<file path="config.mk">
export PLATFORM = sky130hd
export DESIGN_NAME = multi_sync_debounce
export DESIGN_NICKNAME = d
export VERILOG_FILES = /design/src/rtl/multi_sync_pkg.sv /design/src/rtl/sync_chan.sv /design/src/rtl/multi_sync_debounce.sv
export SDC_FILE = /design/constraint.sdc
export NUM_CORES = 1
export LEC_CHECK = 0
export BUFFER_PORTS_ARGS = -buffer_cell sky130_fd_sc_hd__buf_2
export CORE_MARGIN = 2
export CORE_UTILIZATION = 40
export DETAILED_ROUTE_END_ITERATION = 8
export SLEW_MARGIN = 30
export SYNTH_ARGS = -nofsm -noshare
export SYNTH_HDL_FRONTEND = slang
export SYNTH_SLANG_ARGS = --single-unit
</file>
<file path="constraint.sdc">
create_clock -name clk -period 2.8 [get_ports clk]
set_input_delay 0.14 -clock clk [delete_from_list [all_inputs] [get_ports clk]]
set_output_delay 0.14 -clock clk [all_outputs]
set_load 0.03 [all_outputs]
</file>
<file path="src/rtl/multi_sync_pkg.sv">
// Shared limits and helpers for the multi-channel synchronizer/debouncer.
//   MIN_STAGES/MAX_STAGES : legal synchronizer depth
//   MIN_FILTER/MAX_FILTER : legal debounce length in cycles
//   MAX_WIDTH             : legal channel count
//   cnt_width()           : bits needed for a counter that reaches FILTER
package multi_sync_pkg;

    localparam int unsigned MIN_STAGES = 2;
    localparam int unsigned MAX_STAGES = 4;
    localparam int unsigned MIN_FILTER = 1;
    localparam int unsigned MAX_FILTER = 255;
    localparam int unsigned MIN_WIDTH  = 1;
    localparam int unsigned MAX_WIDTH  = 32;

    // Counter width able to hold the value FILTER.
    function automatic int unsigned cnt_width(input int unsigned filter);
        return $clog2(filter + 1);
    endfunction

endpackage

</file>
<file path="src/rtl/sync_chan.sv">
// Single channel: synchronizer chain, debounce counter, filtered level,
// edge pulses and sticky event flags.
// Ports:
//   clk, n_rst   : clock, async active-low reset
//   async_in     : asynchronous level input
//   evt_ack      : clears evt_pending / evt_overrun
//   sync_out     : last synchronizer stage
//   filt_out     : debounced level
//   rise, fall   : one-cycle pulses coincident with the first cycle of a new filt_out
//   evt_pending  : sticky, an edge occurred since the last ack
//   evt_overrun  : sticky, an edge occurred while evt_pending was already set
module sync_chan
    import multi_sync_pkg::*;
#(
    parameter int unsigned STAGES  = 2,
    parameter int unsigned FILTER  = 4,
    parameter logic        RST_VAL = 1'b0
) (
    input  logic clk,
    input  logic n_rst,
    input  logic async_in,
    input  logic evt_ack,
    output logic sync_out,
    output logic filt_out,
    output logic rise,
    output logic fall,
    output logic evt_pending,
    output logic evt_overrun
);

    localparam int unsigned CW = cnt_width(FILTER);

    if (STAGES < MIN_STAGES || STAGES > MAX_STAGES) begin : g_bad_stages
        $error("sync_chan: STAGES out of range");
    end
    if (FILTER < MIN_FILTER || FILTER > MAX_FILTER) begin : g_bad_filter
        $error("sync_chan: FILTER out of range");
    end

    logic [STAGES-1:0] chain;
    logic [CW-1:0]     cnt;
    logic [CW-1:0]     cnt_nxt_c;
    logic              load_c;
    logic              evt_c;

    // Synchronizer shift chain; bit 0 samples the asynchronous input.
    always_ff @(posedge clk or negedge n_rst) begin
        if (!n_rst) begin
            chain <= {STAGES{RST_VAL}};
        end else begin
            chain <= {chain[STAGES-2:0], async_in};
        end
    end

    assign sync_out = chain[STAGES-1];

    // Debounce: count consecutive mismatching cycles, load on the FILTER-th.
    always_comb begin
        load_c    = 1'b0;
        cnt_nxt_c = '0;
        if (sync_out != filt_out) begin
            if (cnt == CW'(FILTER - 1)) begin
                load_c = 1'b1;
            end else begin
                cnt_nxt_c = cnt + CW'(1);
            end
        end
    end

    // Filtered level plus edge pulses registered on the same edge it changes.
    always_ff @(posedge clk or negedge n_rst) begin
        if (!n_rst) begin
            cnt      <= '0;
            filt_out <= RST_VAL;
            rise     <= 1'b0;
            fall     <= 1'b0;
        end else begin
            cnt  <= cnt_nxt_c;
            rise <= load_c & sync_out;
            fall <= load_c & ~sync_out;
            if (load_c) begin
                filt_out <= sync_out;
            end
        end
    end

    // Flags react to the visible pulse, so an ack during the pulse cycle
    // loses to the edge and the pending bit stays set.
    assign evt_c = rise | fall;

    always_ff @(posedge clk or negedge n_rst) begin
        if (!n_rst) begin
            evt_pending <= 1'b0;
            evt_overrun <= 1'b0;
        end else begin
            if (evt_c) begin
                evt_pending <= 1'b1;
                if (evt_pending) begin
                    evt_overrun <= 1'b1;
                end
            end else if (evt_ack && evt_pending) begin
                evt_pending <= 1'b0;
                evt_overrun <= 1'b0;
            end
        end
    end

endmodule

</file>
<file path="src/rtl/multi_sync_debounce.sv">
// WIDTH independent channels of synchronizer + debouncer + edge/event flags.
// Ports:
//   clk, n_rst   : clock, async active-low reset
//   async_in     : asynchronous level inputs
//   evt_ack      : per-channel clear of evt_pending / evt_overrun
//   sync_out     : raw synchronized levels
//   filt_out     : debounced levels
//   rise, fall   : one-cycle edge pulses of filt_out
//   evt_pending  : sticky edge-seen flags
//   evt_overrun  : sticky edge-while-pending flags
module multi_sync_debounce
    import multi_sync_pkg::*;
#(
    parameter int unsigned     WIDTH   = 4,
    parameter int unsigned     STAGES  = 2,
    parameter int unsigned     FILTER  = 4,
    parameter logic [WIDTH-1:0] RST_VAL = '0
) (
    input  logic             clk,
    input  logic             n_rst,
    input  logic [WIDTH-1:0] async_in,
    input  logic [WIDTH-1:0] evt_ack,
    output logic [WIDTH-1:0] sync_out,
    output logic [WIDTH-1:0] filt_out,
    output logic [WIDTH-1:0] rise,
    output logic [WIDTH-1:0] fall,
    output logic [WIDTH-1:0] evt_pending,
    output logic [WIDTH-1:0] evt_overrun
);

    if (WIDTH < MIN_WIDTH || WIDTH > MAX_WIDTH) begin : g_bad_width
        $error("multi_sync_debounce: WIDTH out of range");
    end

    // One fully independent channel per bit.
    for (genvar i = 0; i < int'(WIDTH); i++) begin : g_chan
        sync_chan #(
            .STAGES  (STAGES),
            .FILTER  (FILTER),
            .RST_VAL (RST_VAL[i])
        ) u_chan (
            .clk         (clk),
            .n_rst       (n_rst),
            .async_in    (async_in[i]),
            .evt_ack     (evt_ack[i]),
            .sync_out    (sync_out[i]),
            .filt_out    (filt_out[i]),
            .rise        (rise[i]),
            .fall        (fall[i]),
            .evt_pending (evt_pending[i]),
            .evt_overrun (evt_overrun[i])
        );
    end

endmodule

</file>
## After elaboration in Yosys (flattened, before gate mapping)

Index checks and enable logic that the tools add are counted.

- Muxes and demuxes: 32
- Add/sub/neg operators: 4
- Equality and inequality tests: 12
- Bitwise operators: 16
- Reduce and logical (&&, ||, !) cells: 12

Operators by type and width:

| operator | number |
|---|---|
| two-way mux 1 bit | 24 |
| two-way mux 3 bit | 8 |
| adder 3 x 1 -> 3 bit (second input constant) | 4 |
| == test 3 x 2 -> 1 bit (second input constant) | 4 |
| AND 1 bit | 8 |
| != test 2 x 1 -> 1 bit (second input constant) | 4 |
| AND reduction 2 bit | 4 |
| nonzero test 2 bit | 4 |
| logical AND 1 bit | 4 |
| != test 1 bit | 4 |
| NOT 1 bit | 4 |
| OR 1 bit | 4 |

- Bits of input ports: 10
- Register bits after elaboration: 40

## Longest topological paths before layout

Gate-level depths: netlist (run 1).

- Depth after elaboration: 4
- Gate-level depth with buffers: 3

## By module

A second synthesis (run 1) with hierarchy kept.

- Cell total of the unflattened synthesis: 96
- Area total of the unflattened synthesis: 1441.4 µm²

By module, submodules not included:

| module | cells an instance | times used | sequential area each (µm²) | area each (µm²) |
|---|---|---|---|---|
| sync_chan | 24 | 4 | 250.2 | 360.3 |

## Least setup slack after synthesis (run 1)

Ideal clock, no wire load.

- Kind: reg2reg
- Start: register g_chan[0].u_chan.cnt[0]
- End: register g_chan[0].u_chan.filt_out
- Setup time: 125 ps
- Slack: 1684 ps
- Cell stages (with the launch flop): 4
- Buffers on the path: 0
- Data arrival time: 991 ps
- Required time: 2675 ps
- Clock period less this slack: 1116 ps
- Path through: dfrtp_1 > ha_1 > nand2b_4 > mux2_2

- Cells in the longest elaborated chain, start to end: 3

Ends and longest elaborated chain:

| element | RTL line | source |
|---|---|---|
| start: declaration | sync_chan.sv:41 | `logic [CW-1:0] cnt;` |
| start signal: assignment | sync_chan.sv:78 | `cnt <= cnt_nxt_c;` |
| == test 3 x 2 -> 1 bit | sync_chan.sv:62 | `if (cnt == CW'(FILTER - 1)) begin` |
| two-way mux 1 bit | sync_chan.sv:62 |  |
| two-way mux 1 bit | sync_chan.sv:61 | `if (sync_out != filt_out) begin` |
| end signal: assignment | sync_chan.sv:82 | `filt_out <= sync_out;` |
| end: declaration | sync_chan.sv:24 | `output logic filt_out,` |

Every way passes these cells.
A chain may end at the register's enable or synchronous reset.

## Final worst setup path (run 1)

- Start: register g_chan[1].u_chan.cnt[0]
- End: register g_chan[1].u_chan.filt_out

- Cells in the longest elaborated chain, start to end: 3

Ends and longest elaborated chain:

| element | RTL line |
|---|---|
| start: declaration | sync_chan.sv:41 |
| start signal: assignment | sync_chan.sv:78 |
| == test 3 x 2 -> 1 bit | sync_chan.sv:62 |
| two-way mux 1 bit | sync_chan.sv:62 |
| two-way mux 1 bit | sync_chan.sv:61 |
| end signal: assignment | sync_chan.sv:82 |
| end: declaration | sync_chan.sv:24 |

Every way passes these cells.

==> impl_metrics.py, run 1 <==
metrics = {
    "run_status": {
        "status": "finished clean",
    },
    "power": {
        "ir_drop_v": 0.000383,
        "power_density_nw_per_um2": 924,
        "p_leak_nw": 0.947,
        "p_total_mw": 1.68,
    },
    "place": {
        "dpl_cell_area_um2": 1670,
        "detailedPlace.worstSlack_ns": 1.63,
        "dpl.hpwl_um": 1640,
        "port_buffers": 33,
        "gp_congestion": 0.789,
    },
    "cells_and_area": {
        "finish.utilization_pct": 46.1,
        "n_fill_cell": 366,
        "syn_to_final_growth_pct": 11.8,
        "nNetsFinal": 155,
        "diodes": 0,
        "drive_above_1_share_pct": 34.5,
        "stdcell_area_um2": 1820,
    },
    "worst_setup_path": {
        "cp_slowest_cell": "dfrtp_1",
        "cp_data_arrival_time_ns": 1.34,
        "path_max_fanout": 5,
        "setup.worst_path.end_class": "flop",
        "path_class": "reg2reg",
        "required_ns": 2.97,
        "cpPeakStageDelay_ns": 0.38,
        "path_cells": "ha_1, nand2b_4, mux2_2",
        "cp-start-kind": "flop",
    },
    "synthesis": {
        "synth_most_common_cell": "dfrtp_1",
        "ys_seq_elements": 40,
        "yosys_most_used_dff": "dfrtp_1",
        "ys_types": 19,
        "synth_top_area_share_pct": 61.5,
        "yosys-top-cells-area": "dfrtp_1 62%, buf_4 11%, nor3b_1 4.6%",
        "synth_cells": 120,
        "yosys_warnings": 0,
        "synth.avg_cell_area_um2": 13.6,
        "yosysTopAreaCell": "dfrtp_1",
        "synth_edf_count": 0,
        "seq_area_frac_synth_pct": 61.5,
        "ys_top_cells_by_count": "40 x dfrtp_1, 24 x buf_4, 10 x nor3b_1, 6 x and3b_1",
        "syn_area_um2": 1630,
        "synthArstFlopShare_pct": 100,
        "synth_nets": 134,
    },
    "global_routing": {
        "antenna_found_initial": 0,
        "grt_pass1_vias": 804,
        "grt-ovfl-total": 0,
        "grt_first_pass_wirelength_um": 3510,
        "grt_use_total_pct": 11.0,
        "grt_max_degree": 41,
    },
    "drt": {
        "vias": 855,
        "ant_nets": 0,
        "detail_route.first_pass.iterations": 4,
        "first_iter_violations": 27,
        "finalWirelength_um": 2290,
        "drc": 0,
        "routed_via_density": 4.45,
        "wire_per_inst_um": 11.9,
    },
    "sta": {
        "final_hold_viol_count": 0,
        "max_slew_margin_pct": 67.4,
        "worst_pin_slew_ns": 0.489,
        "fin_skew_ns": 0.00358,
        "fin_crit_sh_pct": 41.8,
        "max_freq_mhz": 854,
        "setup_viol": 0,
        "drv_slew": 0,
        "rsz0062_at_grt": "false",
        "finalSetupTns_ns": 0,
        "worst_slack_ns": 1.63,
        "layout_min_cycle_time_ns": 1.17,
    },
    "floorplanning": {
        "die-area_um2": 4590,
        "rows": 23,
        "die_w_um": 67.8,
        "die_height_um": 67.8,
        "start_util_pct": 41.3,
        "core_area_um2": 3940,
        "ios": 34,
    },
    "cts": {
        "cts_sinks": 40,
        "insertion_delay_ns": 0.28,
        "hold_buffers": 5,
        "cts_resized": 0,
        "cts.clk_slew.worst_paths_ns": 0.07,
        "cts_tree": "done",
        "cts_root_buf": "clkbuf_8",
        "clock_path_buffers": 2,
        "numCtsBuffers": 5,
        "post_cts_buffers": 0,
        "htreeDepth": 2,
    },
    "min_path": {
        "hold_path_class": "in2reg",
    },
    "job": {
        "drv_cap": 0,
    },
}
flip-flops by register name, indices dropped and copies added, names as in the netlist:
register,flops
g_chan.u_chan.evt_pending,4
g_chan.u_chan.cnt,12
g_chan.u_chan.filt_out,4
g_chan.u_chan.rise,4
g_chan.u_chan.chain,8
g_chan.u_chan.fall,4
g_chan.u_chan.evt_overrun,4
critical path, delay by kind of cell, from the launching register on:
kind / cells / cell delay [ns]
flip-flops: 1 / 0.38
AND/OR/NAND/NOR: 1 / 0.10
adder cells (fa/ha/maj): 1 / 0.25
multiplexers: 1 / 0.33
placed cells by master, fill, tap and decap left out, types with 4 or more instances in the layout:
cell type / synthesis / routed
and3b_1: 6 / 6
buf_2: 0 / 32
clkbuf_8: 0 / 6
dfrtp_1: 40 / 40
dlygate4sd3_1: 0 / 5
ha_1: 4 / 4
inv_1: 4 / 4
mux2_2: 4 / 4
nand2_1: 4 / 4
nor3b_1: 10 / 10
xnor2_1: 4 / 4
metal layers:
| metal | track usage (%) | vias up | share of wire, % |
|---|---|---|---|
| li1 | - | 418 | - |
| met2 | 17.9 | 28 | 47 |
| met1 | 11.8 | 401 | 43 |
| met4 | 8.25 | 0 | 3.1 |
| met3 | 3.50 | 8 | 6.5 |
| met5 | 0 | - | 0 |
final cells by class:
cell class | count | area [µm²] | area share [%]
clock buffer | 6 | 82.6 | 4.54
tap | 50 | 62.6 | 3.44
sequential | 40 | 1000 | 55.0
timing repair buffer | 38 | 218 | 12.0
multi-input combinational | 52 | 430 | 23.7
inverter | 4 | 15.0 | 0.825
clock inverter | 2 | 10.0 | 0.550
worst paths after layout:
kind                                           startpoint                      endpoint  slack [ns]  depth (start not counted)
worst max-delay path              g_chan[1].u_chan.cnt[0]     g_chan[1].u_chan.filt_out        1.63                          3
worst min-delay path                           evt_ack[3]  g_chan[3].u_chan.evt_pending        0.05                          2
worst max register to register    g_chan[1].u_chan.cnt[0]     g_chan[1].u_chan.filt_out        1.63                          3
worst min register to register  g_chan[1].u_chan.chain[0]     g_chan[1].u_chan.chain[1]        0.35                          0
max in group asynchronous                           n_rst     g_chan[0].u_chan.chain[0]        2.09                          2
min in group asynchronous                           n_rst         g_chan[1].u_chan.fall        0.36                          2
power by group:
group	total, mW	internal [mW]	switching (mW)
Sequential	0.794	0.705	0.0892
Combinational	0.507	0.206	0.301
Clock	0.380	0.196	0.184
Total	1.68	1.11	0.574
cells by family (layout without fill, tap and decap cells):
group	Yosys count	in the layout	share of synthesized area, %
adders and majority gates	4	4	3.08
and+or+nand+nor	32	32	14.8
AOI/OAI and AO/OA	8	8	3.69
buffers and inverters	28	50	12.0
DFF	40	40	61.5
muxes	4	4	2.77
xor gates and xnor gates	4	4	2.15
per-stage QoR:
step | hold WS (ns) | instances
CTS | 0.0354 | 192
finish | 0.0452 | 192
global placement | 0.249 | 179
global route | 0.0423 | 192
detailed placement | 0.252 | 179
floorplan | -0.156 | 120
No activity file was read; power rests on OpenSTA's default activity.
==> inputs of run 2 (changes only) <==
ABC_AREA = 1   (was not set)
clock period = 1.15 ns   (was 2.8 ns; I/O delays follow)
==> run 2 against run 1 <==
Compared with the run above: clock power rose to 3.2 times the previous value; clock-buffer cell count up 1; combinational power up 130%; design area increased by 6.9%; final cell count increased by 30%; largest cell class unchanged; highest routed layer unchanged.
==> impl_metrics.py, run 2 <==
metrics = {
    "worst_setup_path": {
        "required_ns": 1.09,
        "path_buf_inv": 1,
        "ff2ff_path_depth": 4,
        "rr_endpoint": "g_chan[3].u_chan.cnt[0]",
        "path_max_fanout": 5,
        "cpPeakStageDelay_ns": 0.43,
        "r2r-start": "g_chan[3].u_chan.cnt[0]",
        "cp_data_arrival_time_ns": 0.94,
        "path_cells": "buf_2",
        "cp-start-kind": "flop",
        "cp_slowest_cell": "dfrtp_1",
        "rrSetupSlack_ns": 0.17,
        "path_class": "reg2out",
        "cp_top_family": "flip-flops",
        "setup.worst_path.end_class": "output pin",
    },
    "cts": {
        "insertion_delay_ns": 0.28,
        "clock_path_buffers": 2,
        "htreeDepth": 2,
        "post_cts_buffers": 0,
        "cts.clk_slew.worst_paths_ns": 0.07,
        "cts_root_buf": "clkbuf_8",
        "cts_tree": "done",
        "numCtsBuffers": 5,
        "cts_sinks": 40,
    },
    "synthesis": {
        "synth_most_common_cell": "dfrtp_1",
        "syn_area_um2": 1660,
        "yosys_warnings": 0,
        "synth_top_area_share_pct": 60.2,
        "synth_edf_count": 0,
        "yosysTopAreaCell": "dfrtp_1",
        "seq_area_frac_synth_pct": 60.2,
        "ys_types": 11,
        "ys_seq_elements": 40,
        "yosys-top-cells-area": "dfrtp_1 60%, buf_4 11%, nand2_1 8.1%",
        "yosys_most_used_dff": "dfrtp_1",
        "synthArstFlopShare_pct": 100,
        "ys_top_cells_by_count": "40 x dfrtp_1, 36 x nand2_1, 24 x buf_4, 24 x inv_1, 16 x nor2_1",
        "synth.avg_cell_area_um2": 9.66,
        "synth_cells": 172,
        "synth_nets": 186,
    },
    "sta": {
        "holdWs_ns": 0.268,
        "rsz0062_at_grt": "false",
        "final_hold_viol_count": 0,
        "finalSetupTns_ns": 0,
        "layout_min_cycle_time_ns": 0.999,
        "drv_slew": 0,
        "fin_skew_ns": 0.00325,
        "setup_viol": 0,
        "fin_crit_sh_pct": 86.9,
        "max_slew_margin_pct": 86.0,
        "max_freq_mhz": 1000,
        "worst_pin_slew_ns": 0.210,
    },
    "min_path": {
        "hold_path_class": "in2async",
    },
    "cells_and_area": {
        "finalNonFillerCells": 249,
        "largest_reg_flops": 12,
        "seq_area_um2": 1000,
        "syn_to_final_growth_pct": 17.1,
        "final_common_cell": "dfrtp_1",
        "n_fill_cell": 379,
        "regMostFlops": "g_chan.u_chan.cnt",
        "layout_common_cells": "40 x dfrtp_1, 36 x nand2_1, 33 x buf_2, 24 x inv_1, 16 x nor2_1",
        "diodes": 0,
        "largest_registers": "g_chan.u_chan.cnt (12), g_chan.u_chan.chain (8)",
        "stdcell_area_um2": 1950,
        "drive_above_1_share_pct": 25.1,
        "multi_input_comb_area_um2": 383,
        "nNetsFinal": 212,
    },
    "power": {
        "clkPwrFrac_pct": 28.3,
        "p_total_mw": 4.28,
        "p_comb_share_pct": 27.7,
        "p_seq_share_pct": 44.0,
        "power_density_nw_per_um2": 2200,
        "intPower_mw": 2.86,
        "netSwitchingFraction_pct": 33.3,
        "p_leak_nw": 1.04,
        "ir_drop_v": 0.000845,
        "switchingPower_mw": 1.43,
    },
    "floorplanning": {
        "die_height_um": 68.5,
        "die_w_um": 68.5,
        "start_util_pct": 41.5,
        "die-area_um2": 4690,
        "core_area_um2": 4000,
        "rows": 23,
        "ios": 34,
    },
    "global_routing": {
        "antenna_found_initial": 0,
        "grt_first_pass_wirelength_um": 3760,
        "grt_max_degree": 41,
        "grt-ovfl-total": 0,
        "grt_use_total_pct": 11.5,
        "grt_pass1_vias": 887,
    },
    "drt": {
        "vias": 1059,
        "detail_route.first_pass.iterations": 4,
        "finalWirelength_um": 2310,
        "first_iter_violations": 27,
        "ant_nets": 0,
        "wire_per_inst_um": 9.29,
        "drc": 0,
        "routed_via_density": 4.25,
    },
    "run_status": {
        "status": "finished clean",
    },
    "place": {
        "placedCellCount": 232,
        "gp_congestion": 0.786,
        "port_buffers": 33,
        "dpl_cell_area_um2": 1730,
        "dpl.hpwl_um": 1630,
    },
    "job": {
        "drv_cap": 0,
    },
}
-- run 2: cell types whose count changed after synthesis, sizes merged, moves of 6 or more --
cell,delta
nor2,+14
and3b,-6
o21ai,+6
nand2,+38
nor3,+6
inv,+22
nor3b,-10
-- run 2: stage by stage --
step	setup slack, ns	utilization, %
6_report	0.151	48.6
5_1_grt	0.0955	48.6
4_1_cts	0.132	48.6
3_5_place_dp	0.159	43.2
3_3_place_gp	0.186	43.2
2_1_floorplan	0.263	-
-- run 2: cells by family after synthesis --
group	Yosys count	synth area share, %
AOI/OAI and AO/OA	8	2.41
adders and majority gates	4	3.01
buffers and inverters	50	16.7
DFF	40	60.2
and+or+nand+nor	70	17.6
-- run 2: how the worst max path moves through the flow --
stage,start,endpoint,slack [ns],cells after the start
global placement,g_chan[3].u_chan.cnt[0],g_chan[3].u_chan.cnt[0],0.19,4
floorplan,g_chan[2].u_chan.cnt[0],g_chan[2].u_chan.cnt[0],0.26,4
detailed placement,g_chan[3].u_chan.cnt[0],g_chan[3].u_chan.cnt[0],0.16,4
finish,g_chan[0].u_chan.chain[1],sync_out[0],0.15,1
CTS,g_chan[0].u_chan.chain[1],sync_out[0],0.13,1
global route,g_chan[0].u_chan.chain[1],sync_out[0],0.1,1
-- run 2: per-layer routing --
layer	vias up	part of all wire [%]	global-route usage, %
met5	-	0	0
met4	0	2.1	6.00
met2	21	46	18.0
met3	5	5.9	5.43
li1	547	-	-
met1	486	46	13.0
-- run 2: area by class of cell --
type	instances	area share, %
multi-input cells	82	19.7
well taps	50	3.22
clock inverters	1	1.54
flip-flops and latches	40	51.4
clock buffers	7	4.95
inverters	26	5.02
repair buffers	43	14.1
-- run 2: power by group through the flow --
| stage | Clock (mW) | Sequential, mW | Combinational, mW |
|---|---|---|---|
| 5_1_grt | 1.34 | 1.93 | 1.36 |
| 6_report | 1.21 | 1.88 | 1.19 |
| 4_1_cts | 1.27 | 1.89 | 1.21 |
| 3_3_place_gp | 0 | 1.91 | 1.17 |
| 2_1_floorplan | 0 | 1.87 | 1.12 |
| 3_5_place_dp | 0 | 1.92 | 1.18 |
-- run 2: repair_timing --
action,in CTS,in global routing
endpoints found under the setup margin,0,0
hold buffers,9,0
endpoints found under the hold margin,48,0
resized for setup,0,0
==> inputs of run 3 (changes only) <==
CORE_ASPECT_RATIO = 1.1   (was not set)
==> run 3 against run 2 <==
Compared with the run above: maximum frequency is 1.3% lower; sequential share of layout area is 0.98 points higher; non-clock buffer count stayed put; utilization is 0.47 points lower; wire length is 7.6% higher; critical path depth stayed put; combinational power hardly changed; register-to-register slack hardly changed; worst setup slack worse by 0.013 ns; die area hardly changed; global-route usage is 1.2 points higher; clock-buffer cell count is 2 lower; highest routed layer unchanged.
==> impl_metrics.py, run 3 (synthesis results as in run 2) <==
metrics = {
    "worst_setup_path": {
        "path_buf_inv": 1,
        "ff2ff_path_depth": 4,
        "path_cells": "buf_2",
        "path_max_fanout": 5,
        "crit_path_start": "g_chan[0].u_chan.chain[1]",
        "rrSetupSlack_ns": 0.17,
        "r2r-start": "g_chan[2].u_chan.cnt[0]",
        "path_class": "reg2out",
        "cp_data_arrival_time_ns": 0.95,
        "cpPeakStageDelay_ns": 0.43,
        "cp_slowest_cell": "dfrtp_1",
        "required_ns": 1.09,
        "cp-start-kind": "flop",
        "cp_top_family": "flip-flops",
        "rr_endpoint": "g_chan[2].u_chan.cnt[0]",
        "setup.worst_path.end_class": "output pin",
    },
    "power": {
        "clkPwrFrac_pct": 22.6,
        "p_seq_share_pct": 47.1,
        "p_leak_nw": 1.02,
        "intPower_mw": 2.51,
        "p_comb_share_pct": 30.3,
        "ir_drop_v": 0.000771,
        "p_total_mw": 3.99,
        "power_density_nw_per_um2": 2090,
        "switchingPower_mw": 1.48,
        "netSwitchingFraction_pct": 37.1,
    },
    "drt": {
        "vias": 1081,
        "first_iter_violations": 54,
        "wl_met2_um": 1270,
        "drc": 0,
        "top_layer_used": "met4",
        "dr_wl_met3_um": 113,
        "finalWirelength_um": 2490,
        "routed_via_density": 4.31,
        "detail_route.first_pass.iterations": 4,
        "ant_nets": 0,
        "wire_per_inst_um": 9.92,
        "met1_length_um": 1030,
    },
    "floorplanning": {
        "ios": 34,
        "die_w_um": 65.5,
        "start_util_pct": 41.9,
        "core_area_um2": 3960,
        "rows": 24,
        "die_height_um": 71.6,
        "die-area_um2": 4690,
    },
    "global_routing": {
        "grt-ovfl-total": 0,
        "grt_max_degree": 25,
        "antenna_found_initial": 0,
        "grt_pass1_vias": 1106,
        "grt_first_pass_wirelength_um": 4450,
        "grt_use_total_pct": 12.8,
    },
    "cts": {
        "insertion_delay_ns": 0.29,
        "numCtsBuffers": 5,
        "htreeDepth": 2,
        "hold_buffers": 9,
        "cts_tree": "done",
        "cts.clk_slew.worst_paths_ns": 0.08,
        "clock_path_buffers": 2,
        "cts_resized": 0,
        "cts_root_buf": "clkbuf_8",
        "cts_sinks": 40,
        "post_cts_buffers": 0,
    },
    "cells_and_area": {
        "multi_input_comb_area_um2": 383,
        "largest_reg_flops": 12,
        "layout_common_cells": "40 x dfrtp_1, 36 x nand2_1, 33 x buf_2, 24 x inv_1, 16 x nor2_1",
        "n_fill_cell": 392,
        "regMostFlops": "g_chan.u_chan.cnt",
        "nNetsFinal": 212,
        "largest_registers": "g_chan.u_chan.cnt (12), g_chan.u_chan.chain (8)",
        "seq_area_um2": 1000,
        "final_common_cell": "dfrtp_1",
        "stdcell_area_um2": 1910,
        "drive_above_1_share_pct": 25.1,
        "diodes": 0,
        "syn_to_final_growth_pct": 14.9,
    },
    "place": {
        "gp_congestion": 0.784,
        "detailedPlace.worstSlack_ns": 0.173,
        "port_buffers": 33,
        "dpl.hpwl_um": 1890,
        "dpl_cell_area_um2": 1730,
    },
    "sta": {
        "setup_viol": 0,
        "worst_slack_ns": 0.138,
        "fin_skew_ns": 0.00811,
        "worst_pin_slew_ns": 0.400,
        "final_hold_viol_count": 0,
        "max_slew_margin_pct": 73.3,
        "rsz0062_at_grt": "false",
        "holdWs_ns": 0.212,
        "max_freq_mhz": 988,
        "layout_min_cycle_time_ns": 1.01,
        "fin_crit_sh_pct": 88.0,
        "drv_slew": 0,
        "finalSetupTns_ns": 0,
    },
    "min_path": {
        "hold_path_class": "in2async",
    },
    "job": {
        "drv_cap": 0,
    },
    "run_status": {
        "status": "finished clean",
    },
}
run 3: changes by cell type in the layout (fill, tap and decap cells not counted):
cell / before / now
bufinv_16: 1 / 0
clkinv_2: 0 / 2
clkbuf_8: 7 / 5
clkinv_4: 0 / 1
run 3: layout make-up:
| cell class | count | area share [%] |
|---|---|---|
| Timing Repair Buffer | 43 | 14.4 |
| Sequential cell | 40 | 52.4 |
| Clock buffer | 5 | 3.60 |
| Multi-Input combinational cell | 82 | 20.1 |
| Tap cell | 52 | 3.41 |
| Clock inverter | 3 | 0.983 |
| Inverter | 26 | 5.11 |
run 3: per-stage QoR:
| step | utilization [%] | instances |
|---|---|---|
| final | 48.2 | 251 |
| after global routing | 48.2 | 251 |
| after CTS | 48.2 | 251 |
| after detailed placement | 43.7 | 234 |
| after global placement | 43.7 | 234 |
| after floorplan | - | 172 |
run 3: routing by layer:
metal | up-vias | track usage, %
met5 | - | 0
met3 | 7 | 3.77
met2 | 24 | 23.1
met1 | 499 | 12.4
met4 | 0 | 8.33
li1 | 551 | -
run 3: worst max path at each step:
| stage | end | slack, ns | cells past startpoint |
|---|---|---|---|
| 6_report | sync_out[0] | 0.14 | 1 |
| 5_1_grt | g_chan[2].u_chan.cnt[0] | 0.05 | 4 |
| 4_1_cts | sync_out[0] | 0.12 | 1 |
| 3_5_place_dp | g_chan[2].u_chan.cnt[0] | 0.17 | 4 |
| 3_3_place_gp | g_chan[1].u_chan.cnt[1] | 0.23 | 4 |
| 2_1_floorplan | g_chan[2].u_chan.cnt[0] | 0.26 | 4 |
run 3: power groups by stage:
stage,registers [mW],logic (mW),clock network (mW)
CTS,1.89,1.23,0.944
global route,1.94,1.38,0.995
finish,1.88,1.21,0.904
floorplan,1.87,1.12,0
detailed placement,1.91,1.21,0
global placement,1.89,1.16,0
